$ cat src/rtl/fetch_unit_pkg.sv
// Shared state type and defaults for the B32P instruction-fetch stage.
package fetch_unit_pkg;

    typedef enum logic [1:0] {
        ST_IDLE    = 2'd0,
        ST_REQ     = 2'd1,
        ST_DISCARD = 2'd2
    } fetch_state_e;

    localparam int unsigned DEFAULT_PC_STEP = 4;

endpackage

$ cat src/rtl/fetch_fifo.sv
// Synchronous prefetch FIFO with show-ahead head, clear and occupancy count.
module fetch_fifo #(
    parameter int unsigned WIDTH = 64,
    parameter int unsigned DEPTH = 4
) (
    input  logic                         clk,
    input  logic                         reset,
    input  logic                         clear,
    input  logic                         push,
    input  logic [WIDTH-1:0]             push_data,
    input  logic                         pop,
    output logic [WIDTH-1:0]             head_data,
    output logic                         head_valid,
    output logic [$clog2(DEPTH+1)-1:0]   count
);
    localparam int unsigned AW = $clog2(DEPTH);
    localparam int unsigned CW = $clog2(DEPTH + 1);

    logic [WIDTH-1:0] mem_q [DEPTH];
    logic [WIDTH-1:0] mem_d [DEPTH];
    logic [AW-1:0]    rd_ptr_q, rd_ptr_d;
    logic [AW-1:0]    wr_ptr_q, wr_ptr_d;
    logic [CW-1:0]    count_q, count_d;
    logic             do_push, do_pop;

    // A full FIFO still accepts a push when the head leaves in the same cycle.
    always_comb begin
        do_pop   = pop && (count_q != '0);
        do_push  = push && ((count_q != CW'(DEPTH)) || do_pop);
        mem_d    = mem_q;
        rd_ptr_d = rd_ptr_q;
        wr_ptr_d = wr_ptr_q;
        count_d  = count_q;
        if (clear) begin
            rd_ptr_d = '0;
            wr_ptr_d = '0;
            count_d  = '0;
        end else begin
            if (do_push) begin
                mem_d[wr_ptr_q] = push_data;
                wr_ptr_d        = wr_ptr_q + AW'(1);
            end
            if (do_pop) begin
                rd_ptr_d = rd_ptr_q + AW'(1);
            end
            count_d = count_q + CW'(do_push) - CW'(do_pop);
        end
    end

    always_ff @(posedge clk or posedge reset) begin
        if (reset) begin
            mem_q    <= '{default: '0};
            rd_ptr_q <= '0;
            wr_ptr_q <= '0;
            count_q  <= '0;
        end else begin
            mem_q    <= mem_d;
            rd_ptr_q <= rd_ptr_d;
            wr_ptr_q <= wr_ptr_d;
            count_q  <= count_d;
        end
    end

    assign head_data  = mem_q[rd_ptr_q];
    assign head_valid = (count_q != '0);
    assign count      = count_q;

endmodule

$ cat src/rtl/fetch_unit.sv
// B32P fetch stage: one-outstanding req/ack fetch FSM feeding a prefetch FIFO,
// flushed and redirected by jumps from MEM.
module fetch_unit
    import fetch_unit_pkg::*;
#(
    parameter int unsigned       ADDR_W     = 32,
    parameter int unsigned       DATA_W     = 32,
    parameter int unsigned       FIFO_DEPTH = 4,
    parameter logic [ADDR_W-1:0] RESET_PC   = '0,
    parameter int unsigned       PC_STEP    = DEFAULT_PC_STEP
) (
    input  logic                              clk,
    input  logic                              reset,
    input  logic                              jump,
    input  logic [ADDR_W-1:0]                 jump_addr,
    input  logic                              hold,
    output logic                              bus_req,
    output logic [ADDR_W-1:0]                 bus_addr,
    input  logic                              bus_ack,
    input  logic [DATA_W-1:0]                 bus_q,
    output logic [DATA_W-1:0]                 instr,
    output logic [ADDR_W-1:0]                 pc4,
    output logic                              instr_valid,
    output logic [$clog2(FIFO_DEPTH+1)-1:0]   fifo_count
);
    localparam int unsigned       CW      = $clog2(FIFO_DEPTH + 1);
    localparam logic [ADDR_W-1:0] STEP    = ADDR_W'(PC_STEP);
    localparam logic [CW-1:0]     DEPTH_C = CW'(FIFO_DEPTH);

    fetch_state_e      state_q, state_d;
    logic [ADDR_W-1:0] fetch_pc_q, fetch_pc_d;
    logic [ADDR_W-1:0] bus_addr_q, bus_addr_d;
    logic              bus_req_q, bus_req_d;
    logic              push, pop;
    logic [CW-1:0]     count_after;
    logic [ADDR_W-1:0] next_pc;
    logic [DATA_W+ADDR_W-1:0] head;

    assign pop         = instr_valid && !hold && !jump;
    assign count_after = fifo_count + CW'(1) - CW'(pop);

    // While a request is live, fetch_pc equals bus_addr; a jump only retargets fetch_pc.
    always_comb begin
        state_d    = state_q;
        fetch_pc_d = fetch_pc_q;
        bus_addr_d = bus_addr_q;
        bus_req_d  = bus_req_q;
        push       = 1'b0;
        next_pc    = jump ? jump_addr : fetch_pc_q;
        case (state_q)
            ST_IDLE: begin
                fetch_pc_d = next_pc;
                if (jump || (fifo_count < DEPTH_C)) begin
                    state_d    = ST_REQ;
                    bus_req_d  = 1'b1;
                    bus_addr_d = next_pc;
                end
            end
            ST_REQ: begin
                if (jump) begin
                    fetch_pc_d = jump_addr;
                    if (bus_ack) begin
                        bus_addr_d = jump_addr;
                    end else begin
                        state_d = ST_DISCARD;
                    end
                end else if (bus_ack) begin
                    push       = 1'b1;
                    fetch_pc_d = fetch_pc_q + STEP;
                    if (count_after < DEPTH_C) begin
                        bus_addr_d = fetch_pc_q + STEP;
                    end else begin
                        state_d   = ST_IDLE;
                        bus_req_d = 1'b0;
                    end
                end
            end
            ST_DISCARD: begin
                fetch_pc_d = next_pc;
                if (bus_ack) begin
                    state_d    = ST_REQ;
                    bus_addr_d = next_pc;
                end
            end
            default: begin
                state_d   = ST_IDLE;
                bus_req_d = 1'b0;
            end
        endcase
    end

    always_ff @(posedge clk or posedge reset) begin
        if (reset) begin
            state_q    <= ST_IDLE;
            fetch_pc_q <= RESET_PC;
            bus_addr_q <= RESET_PC;
            bus_req_q  <= 1'b0;
        end else begin
            state_q    <= state_d;
            fetch_pc_q <= fetch_pc_d;
            bus_addr_q <= bus_addr_d;
            bus_req_q  <= bus_req_d;
        end
    end

    fetch_fifo #(
        .WIDTH (DATA_W + ADDR_W),
        .DEPTH (FIFO_DEPTH)
    ) u_fifo (
        .clk        (clk),
        .reset      (reset),
        .clear      (jump),
        .push       (push),
        .push_data  ({bus_q, bus_addr_q + STEP}),
        .pop        (pop),
        .head_data  (head),
        .head_valid (instr_valid),
        .count      (fifo_count)
    );

    assign bus_req  = bus_req_q;
    assign bus_addr = bus_addr_q;
    assign instr    = head[DATA_W+ADDR_W-1:ADDR_W];
    assign pc4      = head[ADDR_W-1:0];

endmodule

$ cat config.mk
export PLATFORM = sky130hd
export DESIGN_NAME = fetch_unit
export DESIGN_NICKNAME = d
export VERILOG_FILES = /design/src/rtl/fetch_unit_pkg.sv /design/src/rtl/fetch_fifo.sv /design/src/rtl/fetch_unit.sv
export SDC_FILE = /design/constraint.sdc
export NUM_CORES = 1
export LEC_CHECK = 0
export BUFFER_PORTS_ARGS = -buffer_cell sky130_fd_sc_hd__buf_2
export CORE_MARGIN = 2
export CORE_UTILIZATION = 45
export DETAILED_ROUTE_END_ITERATION = 7
export PLACE_DENSITY = 0.61
export SYNTH_ARGS = -nofsm -noshare
export SYNTH_HDL_FRONTEND = slang
export SYNTH_SLANG_ARGS = --single-unit
$ cat constraint.sdc
create_clock -name clk -period 24.6 [get_ports clk]
set_input_delay 3.69 -clock clk [delete_from_list [all_inputs] [get_ports clk]]
set_output_delay 3.69 -clock clk [all_outputs]
set_load 0.01 [all_outputs]
Word level (Yosys, flattened, before mapping)
Index checks and enable logic that the tools add are counted.
Widths: inputs -> output; s select.
{ "op_classes": {"n_addsub": 8, "order_cmp": 5, "n_eq_ne": 12, "n_mux": 37, "bitwise_logic": 4, "reduce_logical": 21} }
{ "ops": {"columns": ["cell", "n"], "rows": [
  ["$mux 32", 9],
  ["$bwmux 256", 1],
  ["$mux 64", 3],
  ["$bmux 64 s2", 1],
  ["$demux 64 s2", 1],
  ["$pmux 32 s3", 1],
  ["$add 32x3->32 const B", 2],
  ["$pmux 32 s2", 1],
  ["$mux 2", 10],
  ["$ne 3x3->1 const B", 5],
  ["$reduce_and 5->1", 3],
  ["$ne 2x2->1 const B", 5],
  ["$mux 1", 7],
  ["$ge 3x3->1 const B", 2],
  ["$lt 3x3->1 const B", 2],
  ["$not 2->3", 2],
  ["$pmux 2 s3", 1],
  ["$reduce_bool 2->1", 3],
  ["$reduce_bool 3->1", 2],
  ["$sub 3x1->3", 2],
  ["$logic_and 1x1->1", 5],
  ["$add 2x1->2 const B", 2],
  ["$reduce_and 2->1", 2],
  ["$add 3x1->3", 1],
  ["other kinds (11)", 14]
]} }
{ "word_totals": {"reg_bits": 330, "in_bits": 69, "output_inout_bits": 101, "wordCells": 98} }

Longest topological paths before layout
Gate-level depths: netlist of run 1.
{ "depth": {"depth_word": 9, "ltp_mapped": 13, "depth_no_buf": 10} }

Modules after synthesis
From an unflattened synthesis of run 1, not the netlist that was laid out.
{ "hier_totals": {"cells_unflattened": 1315, "hier_area_um2": 17722.0} }
{ "by_module_without_submodules": {"columns": ["mod", "n_inst", "cells_each", "area_per_inst_um2", "seq_area_each_um2"], "rows": [
  ["fetch_fifo", 1, 664, 12423.2, 6581.3],
  ["fetch_unit", 1, 651, 5298.8, 1676.6]
]} }

Worst setup path after synthesis of run 1
Ideal clock, no wire load.
{ "synth_timing": {"kind": "input -> register", "startpoint": "input port jump", "endpoint": "register u_fifo.count_q[2], in the netlist u_fifo.count[2]", "setup_ns": 0.132, "arrival_ns": 5.933, "required_ns": 24.468, "path_slack_ns": 18.535, "path_stages": 13, "n_path_buf": 4, "cell_sequence": "buf_2 buf_2 buf_1 clkbuf_1 nor3_1 ha_1 inv_1 ha_1 inv_1 fa_1 xor2_1 xnor2_1 nor2_1"} }
{ "synth_between": {"elab_chain_len": 8, "elab_cells_between_ends": 10, "classes_between": "add/sub (2); mux (3); reduce/logical (5)"} }
{ "synth_lines": {"columns": ["element", "line", "rtl"], "rows": [
  ["start, declared", "fetch_unit.sv:14", "input logic jump,"],
  ["$logic_not 1->1", "fetch_unit.sv:39", "assign pop = instr_valid && !hold && !jump;"],
  ["$logic_and 1x1->1", "fetch_unit.sv:39", null],
  ["$logic_and 1x1->1", "fetch_fifo.sv:28", "do_pop = pop && (count_q != '0);"],
  ["$logic_or 1x1->1", "fetch_fifo.sv:29", "do_push = push && ((count_q != CW'(DEPTH)) || do_pop);"],
  ["$logic_and 1x1->1", "fetch_fifo.sv:29", null],
  ["$add 3x1->3", "fetch_fifo.sv:46", "count_d = count_q + CW'(do_push) - CW'(do_pop);"],
  ["$sub 3x1->3", "fetch_fifo.sv:46", null],
  ["$mux 3 (*)", "fetch_fifo.sv:34", "if (clear) begin"],
  ["via u_fifo.count_d[2]", "fetch_fifo.sv:23", "logic [CW-1:0] count_q, count_d;"],
  ["end signal, assigned", "fetch_fifo.sv:60", "count_q <= count_d;"],
  ["end, declared", "fetch_fifo.sv:23", null]
]} }
The timed path passes the listed nets; every way through them passes the cells marked *.
A chain may end at the register's enable or synchronous reset.

Worst setup path in the final report of run 1
{ "layout_timing": {"startpoint": "register u_fifo.rd_ptr_q[1]", "endpoint": "output port pc4[17]"} }
{ "layout_between": {"elab_chain_len": 4} }
{ "layout_lines": {"columns": ["element", "line", "rtl"], "rows": [
  ["start, declared", "fetch_fifo.sv:21", "logic [AW-1:0] rd_ptr_q, rd_ptr_d;"],
  ["start signal, assigned", "fetch_fifo.sv:58", "rd_ptr_q <= rd_ptr_d;"],
  ["$not 2->3 (not written as such)", "fetch_fifo.sv:64", "assign head_data = mem_q[rd_ptr_q];"],
  ["$bmux 64 s2", "fetch_fifo.sv:64", null],
  ["$mux 64 (not written as such) (2 in series)", "fetch_fifo.sv:64", null],
  ["end, declared", "fetch_unit.sv:22", "output logic [ADDR_W-1:0] pc4,"]
]} }
Every way passes these cells. The select of a mux whose other input is x is not followed.

==> summary.txt, run 1 <==
Outcome
  • Outcome: finished with violations
  • Failing checks: DRC

Run
  • Max-Cap Viols: 0

Worst setup path
  • WP data required: 20,910 ps
  • Critical path type: reg -> out
  • Critical Path AT: 2880 ps
  • Crit path launch type: flip-flop
  • Worst Path Max Fanout: 37
  • Worst reg2reg setup slack: 21,220 ps
  • CP Capture Type: output pin

Place
  • Final HPWL DP: 26,600 um
  • Routability cong.: 0.922
  • IO buf count: 169

Clocking
  • Htree depth: 2
  • CTS sink cnt: 330
  • Clock root cell: clkbuf_16
  • Hold buffers post-CTS: 0
  • Skew-Pair Late Insertion Delay: 540 ps
  • Resize count post-CTS: 0
  • Post-CTS setup buffer count: 0
  • Clk slew on worst S/H paths: 50 ps
  • CTS tree: done
  • Total CTS buffers: 39
  • Deepest clock path buffer count: 3

Die
  • Core footprint: 0.0357 mm^2
  • FP Rows: 69
  • Die area: 0.0378 mm^2
  • I/O Pins: 170
  • Die Ht: 194 um
  • Initial cell density of the core: 45.7%
  • Die width: 194 um

Yosys
  • Avg Cell Area, Syn: 11.4 um^2
  • FFs w/ async S/R, synth: 100%
  • Post-Syn Area: 0.0163 mm^2
  • Ys Warns: 0
  • Post-Synthesis Cells: 1,434
  • Yosys cell types: 72
  • Syn nets: 1,512
  • Post-synthesis register bit count: 330
  • Top_reg_cell synth: dfrtp_1
  • Seq/Total Area, Yosys: 50.7%
  • EDFF count, synth: 0

STA
  • Final min period: 6570 ps
  • Final period util: 26.7%
  • Endpoints failing setup: 0
  • Final Max Tran Viols: 0
  • Clock Skews: 15.9 ps
  • Relative slew slack: 23.2%
  • Fin. Hold Viols: 0
  • RSZ-0062 raised after global routing: false
  • Least-Margin Pin Slew: 1150 ps
  • F_max: 0.152 GHz
  • Setup TNS: 0 ps

GRT
  • Number of global-route vias before repair: 11,800
  • First-pass GRT wire length: 67,100 um
  • Initial antenna violation count: 0
  • GRT overflow: 0
  • GR Util All Layers: 22.4%
  • Largest net degree at the start of global routing: 127

Final layout
  • Fin nets: 1,632
  • Area grow syn2layout: 14.5%
  • Fin util: 52.3%
  • Most frequent cells in the layout: 328 x dfrtp_1, 182 x nand2_1, 169 x buf_2, 151 x o21ai_0, 150 x mux2_2
  • Share of cells above drive strength 1: 30.2%
  • Commonest non-fill, non-tap cell in the layout: dfrtp_1
  • ANT cells: 0

Route
  • Max Used Layer: met4
  • DR vias/cell: 5.77
  • Routed Antenna Nets: 0
  • Met1 Wirelength: 19,100 um
  • Met2 Routed Length: 19,000 um
  • DRC: 13
  • Drt total wl: 41,500 um
  • DR WL/cell: 20.3 um
  • DRT iter0 DRCs: 843
  • Routed met3 length: 2410 um
  • Pre-antenna DRT Iters: 7
  • Vias: 11,800

Pwr
  • Maximum VDD drop: 0.0526 mV
  • Power Density: 120 mW/mm^2
  • Pleak: 8.43 nW

Worst hold path
  • Hold Path Class: reg -> reg
==> state kept, by name, indices dropped and copies added, names as in the netlist <==
signal	flops
u_fifo.rd_ptr_q	2
state_q	2
u_fifo.count	3
u_fifo.mem_q	256
fetch_pc_q	32
u_fifo.wr_ptr_q	2
bus_addr	32
bus_req	1
==> cell usage after synthesis (all sizes together), types with 4 or more instances <==
master | count | share of area (%)
a211o | 5 | 0.27
a21o | 6 | 0.28
a21oi | 36 | 1.1
a221oi | 5 | 0.27
a22o | 6 | 0.32
a311oi | 7 | 0.38
a31oi | 13 | 0.50
a32oi | 5 | 0.27
and2 | 6 | 0.23
and3 | 17 | 0.65
and4 | 8 | 0.43
buf | 41 | 1.2
clkbuf | 65 | 1.5
dfrtp | 330 | 51
ha | 8 | 0.61
inv | 27 | 0.62
mux2 | 155 | 11
mux2i | 17 | 1.0
mux4 | 64 | 8.8
nand2 | 186 | 4.3
nand2b | 5 | 0.19
nand3 | 32 | 0.98
nand4 | 27 | 1.1
nor2 | 55 | 1.3
nor2b | 4 | 0.15
nor3 | 19 | 0.61
nor4 | 12 | 0.63
o211a | 4 | 0.25
o21ai | 164 | 5.0
o21bai | 4 | 0.18
o22ai | 4 | 0.15
o31ai | 10 | 0.46
or2 | 5 | 0.19
xnor2 | 16 | 0.86
xor2 | 22 | 1.2
==> logic make-up (layout without fill, tap and decap cells) <==
| family | Yosys count | in the layout | synth area share (%) |
|---|---|---|---|
| mux | 236 | 236 | 20.6 |
| simple gates | 385 | 385 | 11.2 |
| buf+inv | 133 | 279 | 3.34 |
| flops | 330 | 330 | 50.7 |
| fa+ha+maj | 10 | 10 | 0.798 |
| xor+xnor | 38 | 38 | 2.04 |
| compound gates | 302 | 302 | 11.4 |
==> stage by stage <==
stage / instances / worst slack (ps) / total power [mW] / hold slack [ps] / area, um^2
3_3_place_gp: 1974 / 18090 / 1.67 / 456 / 17400
3_5_place_dp: 1974 / 18050 / 1.70 / 467 / 17400
6_report: 2041 / 18030 / 2.24 / 475 / 18700
5_1_grt: 2041 / 17810 / 2.38 / 491 / 18700
2_1_floorplan: 1434 / 11770 / 1.42 / 445 / 16300
4_1_cts: 2041 / 17940 / 2.26 / 478 / 18700
==> critical path, stage by stage (launching register included) <==
cell,delay [ps]
dfrtp_4,770
buf_4,730
mux4_2,630
buf_2,160
==> area by class of cell <==
class	count	area, um^2
clock buffers	58	1100
multi-input cells	971	7530
well taps	461	577
clock inverters	9	113
fillers	3198	17000
repair buffers	185	966
inverters	27	109
flip-flops and latches	330	8270
==> layer usage <==
metal / vias to the layer above / track usage, %
li1: 5476 / -
met1: 5845 / 32.5
met2: 371 / 34.5
met5: - / 0
met4: 0 / 7.15
met3: 77 / 3.68
==> path summary, 6_finish.rpt <==
check / cells past startpoint / startpoint / to
min in group asynchronous: 2 / reset / u_fifo.mem_q[57]
setup / recovery: 3 / u_fifo.rd_ptr_q[1] / pc4[17]
setup reg to reg: 6 / state_q[0] / u_fifo.mem_q[87]
max in group asynchronous: 4 / reset / bus_addr[20]
hold reg to reg: 2 / u_fifo.mem_q[72] / u_fifo.mem_q[72]
hold / removal: 2 / u_fifo.mem_q[72] / u_fifo.mem_q[72]
==> report_power, final <==
group          internal (mW)  switching, mW  leakage, nW
combinational          0.365          0.395         3.61
clock                  0.330          0.222        0.588
sequential             0.752          0.174         4.24
total                   1.45          0.791         8.43
Power figures use the tool's default switching activity.
==> run 2, diff against run 1 <==
==> constraint.sdc (replaced) <==
create_clock -name clk -period 6.3 [get_ports clk]
set_input_delay 0.945 -clock clk [delete_from_list [all_inputs] [get_ports clk]]
set_output_delay 0.945 -clock clk [all_outputs]
set_load 0.01 [all_outputs]
==> summary.txt, run 2 (same netlist as run 1, synthesis figures left out) <==
Final layout
  • Fin nets: 1,632 (unchanged)
  • Max FFs per register: 256 (unchanged)
  • Commonest non-fill, non-tap cell in the layout: dfrtp_1
  • Most frequent cells in the layout: 328 x dfrtp_1, 182 x nand2_1, 169 x buf_2, 151 x o21ai_0, 150 x mux2_2
  • Largest register by flop count: u_fifo.mem_q
  • Area grow syn2layout: 15.5%
  • Fin util: 52.8% (+0.48 points)
  • ANT cells: 0 (unchanged)
  • Share of cells above drive strength 1: 30.9% (+0.70 points)

Worst setup path
  • Critical Path AT: 2830 ps (-50 ps)
  • Launching point of the worst reg2reg path: state_q[1]
  • CP Capture Type: output pin
  • Reg-to-reg endpoint: u_fifo.mem_q[235]
  • Worst Path Max Fanout: 49 (+32%)
  • Critical path type: reg -> out
  • Crit path launch type: flip-flop
  • Worst Reg-to-Reg Cells: 6 (unchanged)
  • Worst reg2reg setup slack: 2960 ps (-18,260 ps)
  • WP data required: 5350 ps (-15,560 ps)

STA
  • F_max: 0.265 GHz
  • Final Hold Slack: 472 ps (-3.15 ps)
  • Final Max Tran Viols: 0 (unchanged)
  • RSZ-0062 raised after global routing: false
  • Least-Margin Pin Slew: 979 ps (-174 ps)
  • Clock Skews: 11.4 ps (-4.51 ps)
  • Endpoints failing setup: 0 (unchanged)
  • Fin. Hold Viols: 0 (unchanged)
  • Setup TNS: 0 ps (unchanged)
  • Final period util: 60.0%
  • Relative slew slack: 34.7% (+12 points)
  • Final min period: 3780 ps

GRT
  • Number of global-route vias before repair: 11,700 (-1.5%)
  • Initial antenna violation count: 0 (unchanged)
  • GRT overflow: 0 (unchanged)
  • Largest net degree at the start of global routing: 151 (+19%)
  • GR Util All Layers: 22.0% (-0.38 points)
  • First-pass GRT wire length: 66,700 um (-0.54%)

Die
  • Initial cell density of the core: 45.7% (unchanged)
  • I/O Pins: 170 (unchanged)
  • Die area: 0.0378 mm^2 (unchanged)
  • FP Rows: 69 (unchanged)
  • Die width: 194 um (unchanged)
  • Core footprint: 0.0357 mm^2 (unchanged)
  • Die Ht: 194 um (unchanged)

Worst hold path
  • Worst Hold Launch: u_fifo.mem_q[11]
  • Hold Path Class: reg -> reg
  • Hold Path End: u_fifo.mem_q[11]
  • Hold path depth: 2 (unchanged)

Route
  • Routed Antenna Nets: 0 (unchanged)
  • Vias: 11,800 (+0.48%)
  • DRT iter0 DRCs: 992 (+18%)
  • Drt total wl: 41,200 um (-0.68%)
  • DR WL/cell: 20.2 um (-0.83%)
  • Pre-antenna DRT Iters: 7 (unchanged)
  • DR vias/cell: 5.79 (+0.34%)
  • DRC: 11 (-2)

Clocking
  • Post-CTS setup buffer count: 0 (unchanged)
  • Clock root cell: clkbuf_16
  • Deepest clock path buffer count: 3 (unchanged)
  • CTS tree: done
  • CTS sink cnt: 330 (unchanged)
  • Skew-Pair Late Insertion Delay: 520 ps (-20 ps)
  • Clk slew on worst S/H paths: 60 ps (about the same)
  • Hold buffers post-CTS: 0 (unchanged)
  • Resize count post-CTS: 0 (unchanged)
  • Total CTS buffers: 38 (-2.6%)
  • Htree depth: 2 (unchanged)

Pwr
  • Power Density: 475 mW/mm^2 (+300%)
  • Maximum VDD drop: 0.216 mV (+310%)
  • Pleak: 8.53 nW (+1.1%)
  • Total power: 8.95 mW (+300%)

Place
  • Final HPWL DP: 27,100 um (+1.6%)
  • IO buf count: 169 (unchanged)
  • Routability cong.: 0.900 (-2.4%)

Run
  • Max-Cap Viols: 0 (unchanged)

Outcome
  • Failing checks: DRC
  • Outcome: finished with violations
[run 2: cell types whose count changed in the layout (fill, tap and decap cells not counted), sizes merged]
| cell | previous run | this run |
|---|---|---|
| buf | 185 | 186 |
| clkbuf | 58 | 53 |
| inv | 28 | 26 |
| bufinv | 2 | 6 |
| clkinv | 5 | 10 |
[run 2: final cells by class]
type | count | area, um^2
Multi-Input combinational cell | 971 | 7530
Tap cell | 461 | 577
Clock buffer | 53 | 1100
Inverter | 27 | 105
Fill cell | 3109 | 16800
Clock inverter | 16 | 253
Timing Repair Buffer | 186 | 998
Sequential cell | 330 | 8270
[run 2: worst max-delay path by stage]
stage / slack [ps] / cells after the start / to / from
2_1_floorplan: 950 / 1 / bus_addr[0] / reset
3_3_place_gp: 2350 / 7 / u_fifo.mem_q[226] / jump
3_5_place_dp: 2250 / 7 / u_fifo.mem_q[235] / jump
4_1_cts: 2440 / 3 / pc4[0] / u_fifo.rd_ptr_q[1]
5_1_grt: 2330 / 3 / instr[16] / u_fifo.rd_ptr_q[1]
6_report: 2520 / 3 / instr[16] / u_fifo.rd_ptr_q[1]
[run 2: metal layers]
metal | global-route usage (%) | share of wire, %
met5 | 0 | 0
met2 | 34.2 | 45
met4 | 5.64 | 2.2
met3 | 3.38 | 5.9
met1 | 32.5 | 46
[run 2: power breakdown]
group	internal, mW	switching [mW]
sequential	2.94	0.713
combinational	1.43	1.53
clock	1.47	0.872
total	5.83	3.11
[run 2: critical path, cell delays in order (launching register included)]
cell and delay (ps):
dfrtp_4 1030, buf_4 480, mux4_2 580, buf_2 160
[run 2: metrics by stage]
step	instances	worst slack [ps]	cell area (um^2)
final	2044	2520	18800
after global routing	2044	2330	18800
after CTS	2044	2440	18800
after detailed placement	1975	2250	17500
after global placement	1975	2350	17500
after floorplan	1434	948	16300
